`src/rtl/accumulator_bank_pkg.sv`:
```
// Shared types and helpers for the accumulator bank: FSM states, store-mode
// encodings and the saturate/truncate conversion used on every output beat.
package accumulator_bank_pkg;

  typedef enum logic [1:0] {
    ST_IDLE   = 2'd0,
    ST_DRAIN  = 2'd1,
    ST_REDUCE = 2'd2,
    ST_EMIT   = 2'd3
  } state_e;

  localparam logic MODE_COLUMN = 1'b0;
  localparam logic MODE_REDUCE = 1'b1;

  // Values arrive sign-extended to 64 bits so one helper serves any ACC_W <= 64.
  function automatic logic signed [63:0] conv_val(input logic signed [63:0] v,
                                                  input int dw,
                                                  input logic sat_en);
    logic signed [63:0] hi;
    logic signed [63:0] lo;
    hi = (64'sd1 <<< (dw - 1)) - 64'sd1;
    lo = -(64'sd1 <<< (dw - 1));
    if (sat_en && (v > hi)) return hi;
    if (sat_en && (v < lo)) return lo;
    return v;
  endfunction

  function automatic logic conv_clamps(input logic signed [63:0] v, input int dw);
    logic signed [63:0] hi;
    logic signed [63:0] lo;
    hi = (64'sd1 <<< (dw - 1)) - 64'sd1;
    lo = -(64'sd1 <<< (dw - 1));
    return (v > hi) || (v < lo);
  endfunction

endpackage

```
`src/rtl/accumulator_bank_acc_lane.sv`:
```
// One column of the bank: live signed accumulator plus its snapshot register.
module acc_lane #(
  parameter int DATA_W = 32,
  parameter int ACC_W  = 40
) (
  input  logic              clk,
  input  logic              rst,
  input  logic              in_valid_i,
  input  logic [DATA_W-1:0] lane_i,
  input  logic              clear_i,
  input  logic              snap_en_i,
  output logic [ACC_W-1:0]  snap_o
);

  logic [ACC_W-1:0] acc_q, acc_d;
  logic [ACC_W-1:0] snap_q, snap_d;
  logic [ACC_W-1:0] lane_ext;
  logic [ACC_W-1:0] sum;

  assign lane_ext = in_valid_i ? ACC_W'($signed(lane_i)) : '0;
  assign sum      = acc_q + lane_ext;

  // A clear (explicit or from a store) restarts the window with this cycle's beat.
  always_comb begin
    acc_d  = clear_i ? lane_ext : sum;
    snap_d = snap_en_i ? sum : snap_q;
  end

  always_ff @(posedge clk or posedge rst) begin
    if (rst) begin
      acc_q  <= '0;
      snap_q <= '0;
    end else begin
      acc_q  <= acc_d;
      snap_q <= snap_d;
    end
  end

  assign snap_o = snap_q;

endmodule

```
`src/rtl/accumulator_bank.sv`:
```
// Column accumulator bank with double-buffered snapshot and valid/ready drain.
// Optional clamp-on-output with sticky ovf: define ACCUMULATOR_BANK_SAT_EN.
module accumulator_bank
  import accumulator_bank_pkg::*;
#(
  parameter int ARR_SIZE = 4,
  parameter int DATA_W   = 32,
  parameter int ACC_W    = 40,
  parameter int ADDR_W   = 4
) (
  input  logic                       clk,
  input  logic                       rst,
  input  logic                       in_valid_i,
  input  logic [ARR_SIZE*DATA_W-1:0] in_data_i,
  input  logic                       acc_clear_i,
  input  logic                       store_req_i,
  input  logic                       store_mode_i,
  input  logic [ADDR_W-1:0]          store_addr_i,
  output logic                       store_ready_o,
  output logic                       out_valid_o,
  input  logic                       out_ready_i,
  output logic [DATA_W-1:0]          out_data_o,
  output logic [ADDR_W-1:0]          out_addr_o,
  output logic                       busy_o,
  output logic                       ovf_o
);

  localparam int IDX_W = (ARR_SIZE > 1) ? $clog2(ARR_SIZE) : 1;
  localparam logic [IDX_W-1:0] IDX_LAST = IDX_W'(ARR_SIZE - 1);

`ifdef ACCUMULATOR_BANK_SAT_EN
  localparam logic SAT_ON = 1'b1;
`else
  localparam logic SAT_ON = 1'b0;
`endif

  state_e             state_q, state_d;
  logic [IDX_W-1:0]   idx_q, idx_d;
  logic [ADDR_W-1:0]  base_q, base_d;
  logic [ACC_W-1:0]   red_q, red_d;
  logic               out_valid_q, out_valid_d;
  logic               store_accept;
  logic [ACC_W-1:0]   snap_w [ARR_SIZE];
  logic [ACC_W-1:0]   sel_acc;
  logic signed [63:0] sel_ext;

  assign store_accept = store_req_i && (state_q == ST_IDLE);

  for (genvar g = 0; g < ARR_SIZE; g++) begin : g_lane
    acc_lane #(
      .DATA_W (DATA_W),
      .ACC_W  (ACC_W)
    ) u_lane (
      .clk        (clk),
      .rst        (rst),
      .in_valid_i (in_valid_i),
      .lane_i     (in_data_i[g*DATA_W +: DATA_W]),
      .clear_i    (acc_clear_i | store_accept),
      .snap_en_i  (store_accept),
      .snap_o     (snap_w[g])
    );
  end

  always_comb begin
    state_d     = state_q;
    idx_d       = idx_q;
    base_d      = base_q;
    red_d       = red_q;
    out_valid_d = out_valid_q;
    case (state_q)
      ST_IDLE: begin
        if (store_accept) begin
          base_d = store_addr_i;
          idx_d  = '0;
          red_d  = '0;
          if (store_mode_i == MODE_REDUCE) begin
            state_d = ST_REDUCE;
          end else begin
            state_d     = ST_DRAIN;
            out_valid_d = 1'b1;
          end
        end
      end
      ST_DRAIN: begin
        if (out_ready_i) begin
          if (idx_q == IDX_LAST) begin
            state_d     = ST_IDLE;
            out_valid_d = 1'b0;
            idx_d       = '0;
          end else begin
            idx_d = idx_q + IDX_W'(1);
          end
        end
      end
      ST_REDUCE: begin
        red_d = red_q + snap_w[idx_q];
        if (idx_q == IDX_LAST) begin
          state_d     = ST_EMIT;
          out_valid_d = 1'b1;
          idx_d       = '0;
        end else begin
          idx_d = idx_q + IDX_W'(1);
        end
      end
      ST_EMIT: begin
        if (out_ready_i) begin
          state_d     = ST_IDLE;
          out_valid_d = 1'b0;
        end
      end
      default: begin
        state_d     = ST_IDLE;
        out_valid_d = 1'b0;
      end
    endcase
  end

  always_ff @(posedge clk or posedge rst) begin
    if (rst) begin
      state_q     <= ST_IDLE;
      idx_q       <= '0;
      base_q      <= '0;
      red_q       <= '0;
      out_valid_q <= 1'b0;
    end else begin
      state_q     <= state_d;
      idx_q       <= idx_d;
      base_q      <= base_d;
      red_q       <= red_d;
      out_valid_q <= out_valid_d;
    end
  end

  // Beat payload is a pure function of held state, so it stays put under backpressure.
  assign sel_acc = (state_q == ST_EMIT) ? red_q : snap_w[idx_q];
  assign sel_ext = 64'($signed(sel_acc));

  assign out_data_o    = DATA_W'(conv_val(sel_ext, DATA_W, SAT_ON));
  assign out_addr_o    = (state_q == ST_EMIT) ? base_q : base_q + ADDR_W'(idx_q);
  assign out_valid_o   = out_valid_q;
  assign store_ready_o = (state_q == ST_IDLE);
  assign busy_o        = (state_q != ST_IDLE);

`ifdef ACCUMULATOR_BANK_SAT_EN
  logic ovf_q;

  always_ff @(posedge clk or posedge rst) begin
    if (rst) begin
      ovf_q <= 1'b0;
    end else begin
      ovf_q <= ovf_q | (out_valid_q & conv_clamps(sel_ext, DATA_W));
    end
  end

  assign ovf_o = ovf_q;
`else
  assign ovf_o = 1'b0;
`endif

endmodule

```
`config.mk`:
```
export PLATFORM = sky130hd
export DESIGN_NAME = accumulator_bank
export DESIGN_NICKNAME = d
export VERILOG_FILES = /design/src/rtl/accumulator_bank_pkg.sv /design/src/rtl/accumulator_bank_acc_lane.sv /design/src/rtl/accumulator_bank.sv
export SDC_FILE = /design/constraint.sdc
export NUM_CORES = 1
export LEC_CHECK = 0
export BUFFER_PORTS_ARGS = -buffer_cell sky130_fd_sc_hd__buf_2
export CORE_ASPECT_RATIO = 1.2
export CORE_MARGIN = 2
export CORE_UTILIZATION = 47
export CTS_CLUSTER_DIAMETER = 150
export DETAILED_ROUTE_END_ITERATION = 8
export PLACE_DENSITY = 0.76
export SYNTH_ARGS = -nofsm -noshare
export SYNTH_HDL_FRONTEND = slang
export SYNTH_HIERARCHICAL = 1
export SYNTH_SLANG_ARGS = --single-unit
```
`constraint.sdc`:
```
create_clock -name clk -period 3.93 [get_ports clk]
set_input_delay 0.9825 -clock clk [delete_from_list [all_inputs] [get_ports clk]]
set_output_delay 0.9825 -clock clk [all_outputs]
set_load 0.05 [all_outputs]
```
# Word level (Yosys, flattened, before mapping)

Cells that the tools add are included.

Multiplexer cells: 33
Order comparisons: 1
Bitwise operators: 2
Reduce and logical (&&, ||, !) cells: 10
Equal/unequal tests: 10
$add $sub $neg: 7

Operators with widths:

| cell                | number |
|---|---|
| $mux 40             | 11 |
| $add 40x40->40      | 5 |
| $bmux 40 s2         | 1 |
| $pmux 40 s2         | 1 |
| $mux 32             | 1 |
| $mux 2              | 9 |
| $ne 2x2->1 const B  | 5 |
| $pmux 2 s4          | 1 |
| $eq 2x2->1 const B  | 3 |
| $mux 1              | 6 |
| $pmux 2 s3          | 1 |
| $reduce_and 6->1    | 1 |
| $reduce_and 5->1    | 1 |
| $add 4x2->4         | 1 |
| $mux 4              | 1 |
| $pmux 1 s4          | 1 |
| $reduce_and 2->1    | 2 |
| $reduce_bool 2->1   | 2 |
| $ge 3x3->1 const B  | 1 |
| $not 2->3           | 1 |
| $reduce_and 3->1    | 1 |
| $reduce_bool 3->1   | 1 |
| $add 2x1->2 const B | 1 |
| $eq 2x1->1 const B  | 1 |
| other kinds (4)     | 4 |

Input port bits: 139
Flip-flop bits (word level): 369
Logic and storage cells: 76
Output and inout bits: 40

# Depth between registers and ports, before layout

Depth in word-level cells: 6
Depth in mapped cells: 13
Gate-level depth less buffers: 12

# Cells and area by module

The synthesis kept the hierarchy.

Modules (own cells, without submodules):

| module                          | cells an instance | area an instance (um^2) | instances |
|---|---|---|---|
| acc_lane (g_lane[0].u_lane ...) | 629               | 5332.6                  | 2 |
| acc_lane (g_lane[2].u_lane)     | 619               | 5482.8                  | 1 |
| acc_lane (g_lane[3].u_lane)     | 619               | 5382.7                  | 1 |
| accumulator_bank                | 464               | 4529.3                  | 1 |

# Worst setup path after synthesis

Ideal clock, no wire load.

Path kind: input-to-reg
Start point: input in_valid_i
End point: register g_lane[3].u_lane.snap_q[38]
Cell stages on the path: 12
Required time: 3805 ps
Arrival time: 3546 ps
Path slack: 260 ps
Cells stage by stage: clkbuf_1 and2_1 ha_1 fa_1 a21o_1 a221oi_2 o31a_1 a2111oi_4 a31oi_4 o31ai_1 xor2_1 mux2_2

Cells in the longest elaborated chain, start to end: 2

RTL lines:

| item                   | RTL line                        | text |
|---|---|---|
| start: declaration     | accumulator_bank.sv:13          | `input logic in_valid_i,` |
| $mux 40                | accumulator_bank_acc_lane.sv:20 | `assign lane_ext = in_valid_i ? ACC_W'($signed(lane_i)) : '0;` |
| $add 40x40->40         | accumulator_bank_acc_lane.sv:21 | `assign sum = acc_q + lane_ext;` |
| end signal: assignment | accumulator_bank_acc_lane.sv:35 | `snap_q <= snap_d;` |
| end: declaration       | accumulator_bank_acc_lane.sv:16 | `logic [ACC_W-1:0] snap_q, snap_d;` |

Every way passes these cells.
A chain may end at the register's enable or synchronous reset.

# Worst setup path after layout

Start point: register idx_q[1]
End point: output out_addr_o[2]

Cells in the longest elaborated chain, start to end: 2

RTL lines:

| item                     | RTL line                | text |
|---|---|---|
| start: declaration       | accumulator_bank.sv:38  | `logic [IDX_W-1:0] idx_q, idx_d;` |
| start signal: assignment | accumulator_bank.sv:127 | `idx_q <= idx_d;` |
| $add 4x2->4              | accumulator_bank.sv:139 | `assign out_addr_o = (state_q == ST_EMIT) ? base_q : base_q + ADDR_W'(idx_q);` |
| $mux 4                   | accumulator_bank.sv:139 |  |
| end: declaration         | accumulator_bank.sv:23  | `output logic [ADDR_W-1:0] out_addr_o,` |

Every way passes these cells.

==> flow_metrics.py <==
metrics = {
    "status": {
        "status": "finished clean",
    },
    "route": {
        "wl_per_cell_um": 20.01,
        "drt_first_pass_iters": 5,
        "ant_nets": 0,
        "vias": 18698,
        "drc_errors": 0,
        "drt_iter0_drc": 1426,
        "viasPerCell": 5.776,
        "wl_um": 64760,
    },
    "setup_path": {
        "worst_path_largest_cell_delay_ps": 480,
        "start_kind": "register",
        "r2r_cells": 11,
        "path_buf_inv": 3,
        "cp.depth": 6,
        "required_ps": 2950,
        "r2r_setup_slack_ps": 480,
        "crit_type": "register to primary output",
        "cpLargestDelayFamily": "buffers and inverters",
        "r2r-start": "idx_q[1]$_DFFE_PP0P_",
        "cp.arrival_ps": 2520,
        "crit_slowest_cell": "dfrtp_1",
        "worstPathCellList": "buf_4, inv_1, fa_1, nor2_1, xor2_1, buf_2",
        "crit_path_end_kind": "primary output",
        "r2r-end": "red_q[28]$_DFFE_PP0P_",
        "cp_max_fo": 20,
    },
    "global_route": {
        "grt_usage_pct": 27.80,
        "grt_pass1_vias": 18806,
        "antenna_found_initial": 2,
        "grt_pass1_wl_um": 101500,
        "grt.overflow.total": 0,
        "grt_max_degree": 112,
    },
    "power": {
        "power_per_cell_area_nw_per_um2": 843.1,
        "p_int_mw": 10.87,
        "p_switching_mw": 9.769,
        "seqPwrFrac_pct": 25.7,
        "pwr-share-comb_pct": 57.7,
        "switching_share_pct": 47.34,
        "irDropWorstVdd_mv": 0.3830,
        "p_leak_nw": 11.49,
        "p_clk_share_pct": 16.6,
    },
    "sta": {
        "final-hold-violation-count": 0,
        "post-route-min-period_ps": 3503,
        "maxSlewHeadroom_pct": 38.06,
        "whs_ps": 457.6,
        "fin_skew_ps": 12.68,
        "max_freq_ghz": 0.2855,
        "rsz0062_at_grt": "no",
        "min_period_over_period_pct": 89.13,
        "tightest_slew_ps": 928.1,
        "setup_viol": 0,
        "drv_slew": 0,
        "setup_slack_ps": 427.4,
    },
    "final_layout": {
        "drive_gt1_share_pct": 18.69,
        "final_nets": 2912,
        "stdcell_area_um2": 24480,
        "area_growth_pct": 15.02,
        "post-route-util_pct": 54.67,
    },
    "cts": {
        "clk_latency_ps": 550,
        "cts.root.buffer_cell": "clkbuf_16",
        "path_clk_slew_ps": 60,
        "cts_resized": 0,
        "ctsHoldBuffers": 0,
        "cts_buffers": 35,
        "htree_levels": 2,
        "postCtsSetupBuffers": 0,
        "cts_max_path_buffers": 3,
        "cts_sinks": 297,
        "cts_tree": "yes",
    },
    "die": {
        "core_area_um2": 44770,
        "num_rows": 85,
        "die_w_um": 198.2,
        "boundaryPins": 179,
        "die_y_um": 237.1,
        "dieArea_um2": 47000,
        "initial_core_util_pct": 47.53,
    },
    "placement": {
        "pre_cts_slack_ps": -51.68,
        "portBuffers": 177,
        "gp_routability_congestion": 0.9549,
        "dpl_cell_area_um2": 23270,
        "hpwlAfterDp_um": 50890,
    },
    "logic_synthesis": {
        "yosys_warnings": 6,
        "syn-num-nets": 2720,
        "syn_inst": 2409,
        "postSynthAreaPerCell_um2": 8.833,
        "synth_area_um2": 21280,
    },
    "run": {
        "cap_viol_max_count": 0,
    },
    "worst_hold_path": {
        "hold_class": "input port to asynchronous set/reset pin",
    },
}
through the flow:
stage | setup TNS, ps | power (mW) | std cells
global route | 0 | 21.95 | 3236
floorplan | 0 | 13.45 | 2409
CTS | 0 | 20.59 | 3236
global placement | -17.67 | 16.79 | 3173
finish | 0 | 20.64 | 3237
detailed placement | -95.60 | 17.05 | 3173
how the worst max path moves through the flow:
stage / start / end / slack, ps
after floorplan: in_valid_i / g_lane[3].u_lane/acc_q[28]$_DFF_PP0_ / 280
after global placement: in_valid_i / g_lane[3].u_lane/acc_q[18]$_DFF_PP0_ / -10
after detailed placement: in_valid_i / g_lane[3].u_lane/acc_q[18]$_DFF_PP0_ / -50
after CTS: idx_q[1]$_DFFE_PP0P_ / out_addr_o[2] / 420
after global routing: idx_q[1]$_DFFE_PP0P_ / out_addr_o[2] / 290
final: idx_q[1]$_DFFE_PP0P_ / out_addr_o[2] / 430
layout make-up:
type	count	area [um2]
diodes	1	2.502
clock buffers	52	1052
clock inverters	11	146.4
fillers	4046	20300
inverters	64	240.2
multi-input cells	1911	13030
flip-flops and latches	297	7433
well taps	609	762.0
repair buffers	292	1812
state kept, by name, summed over array words and instances, names as in the netlist:
signal	flops
g_lane.u_lane/snap_o	128
idx_q	2
state_q	2
g_lane.u_lane/acc_q	128
base_q	4
red_q	32
out_valid_o	1
worst register-to-register path, cell delays in order, from the launching register on:
cell	delay (ps)
dfrtp_1	480
buf_4	350
mux4_2	430
ha_1	370
a21o_1	190
a21o_1	190
a21o_1	210
a211oi_1	280
nand3_1	230
a311oi_1	330
xor2_1	180
o21ai_1	70
power by group through the flow:
stage	Combinational [mW]	Clock, mW	Sequential [mW]
finish	11.9	3.42	5.30
global route	12.9	3.62	5.38
CTS	11.8	3.49	5.28
detailed placement	11.7	0	5.31
global placement	11.5	0	5.27
floorplan	8.65	0	4.80
cell usage in the layout (no fill, tap or decap), types with 7 or more instances in the layout:
master	n
a211oi_1	9
a21o_1	60
a21oi_1	161
a31oi_1	21
and2_1	130
and3_1	13
buf_2	177
buf_4	110
clkbuf_1	8
clkbuf_16	37
clkbuf_8	7
dfrtp_1	296
ha_1	166
inv_1	57
mux2_2	57
mux4_2	32
nand2_1	385
nand2b_1	13
nand3_1	33
nand4_1	34
nor2_1	90
nor2b_1	8
nor3_1	22
o211ai_1	9
o21a_1	22
o21ai_0	293
o21ai_1	35
o21bai_1	11
o31a_1	7
o31ai_1	10
xnor2_1	64
xor2_1	77
routing by layer:
metal  wire length, um  global-route usage (%)  share of wire (%)
met2             31240                   47.13                 48
met1             26790                   34.81                 41
met4              3254                   12.62                5.0
met3              3465                   4.316                5.4
met5                13                       0              0.020
Note: power is estimated with default switching activity, not from simulation.
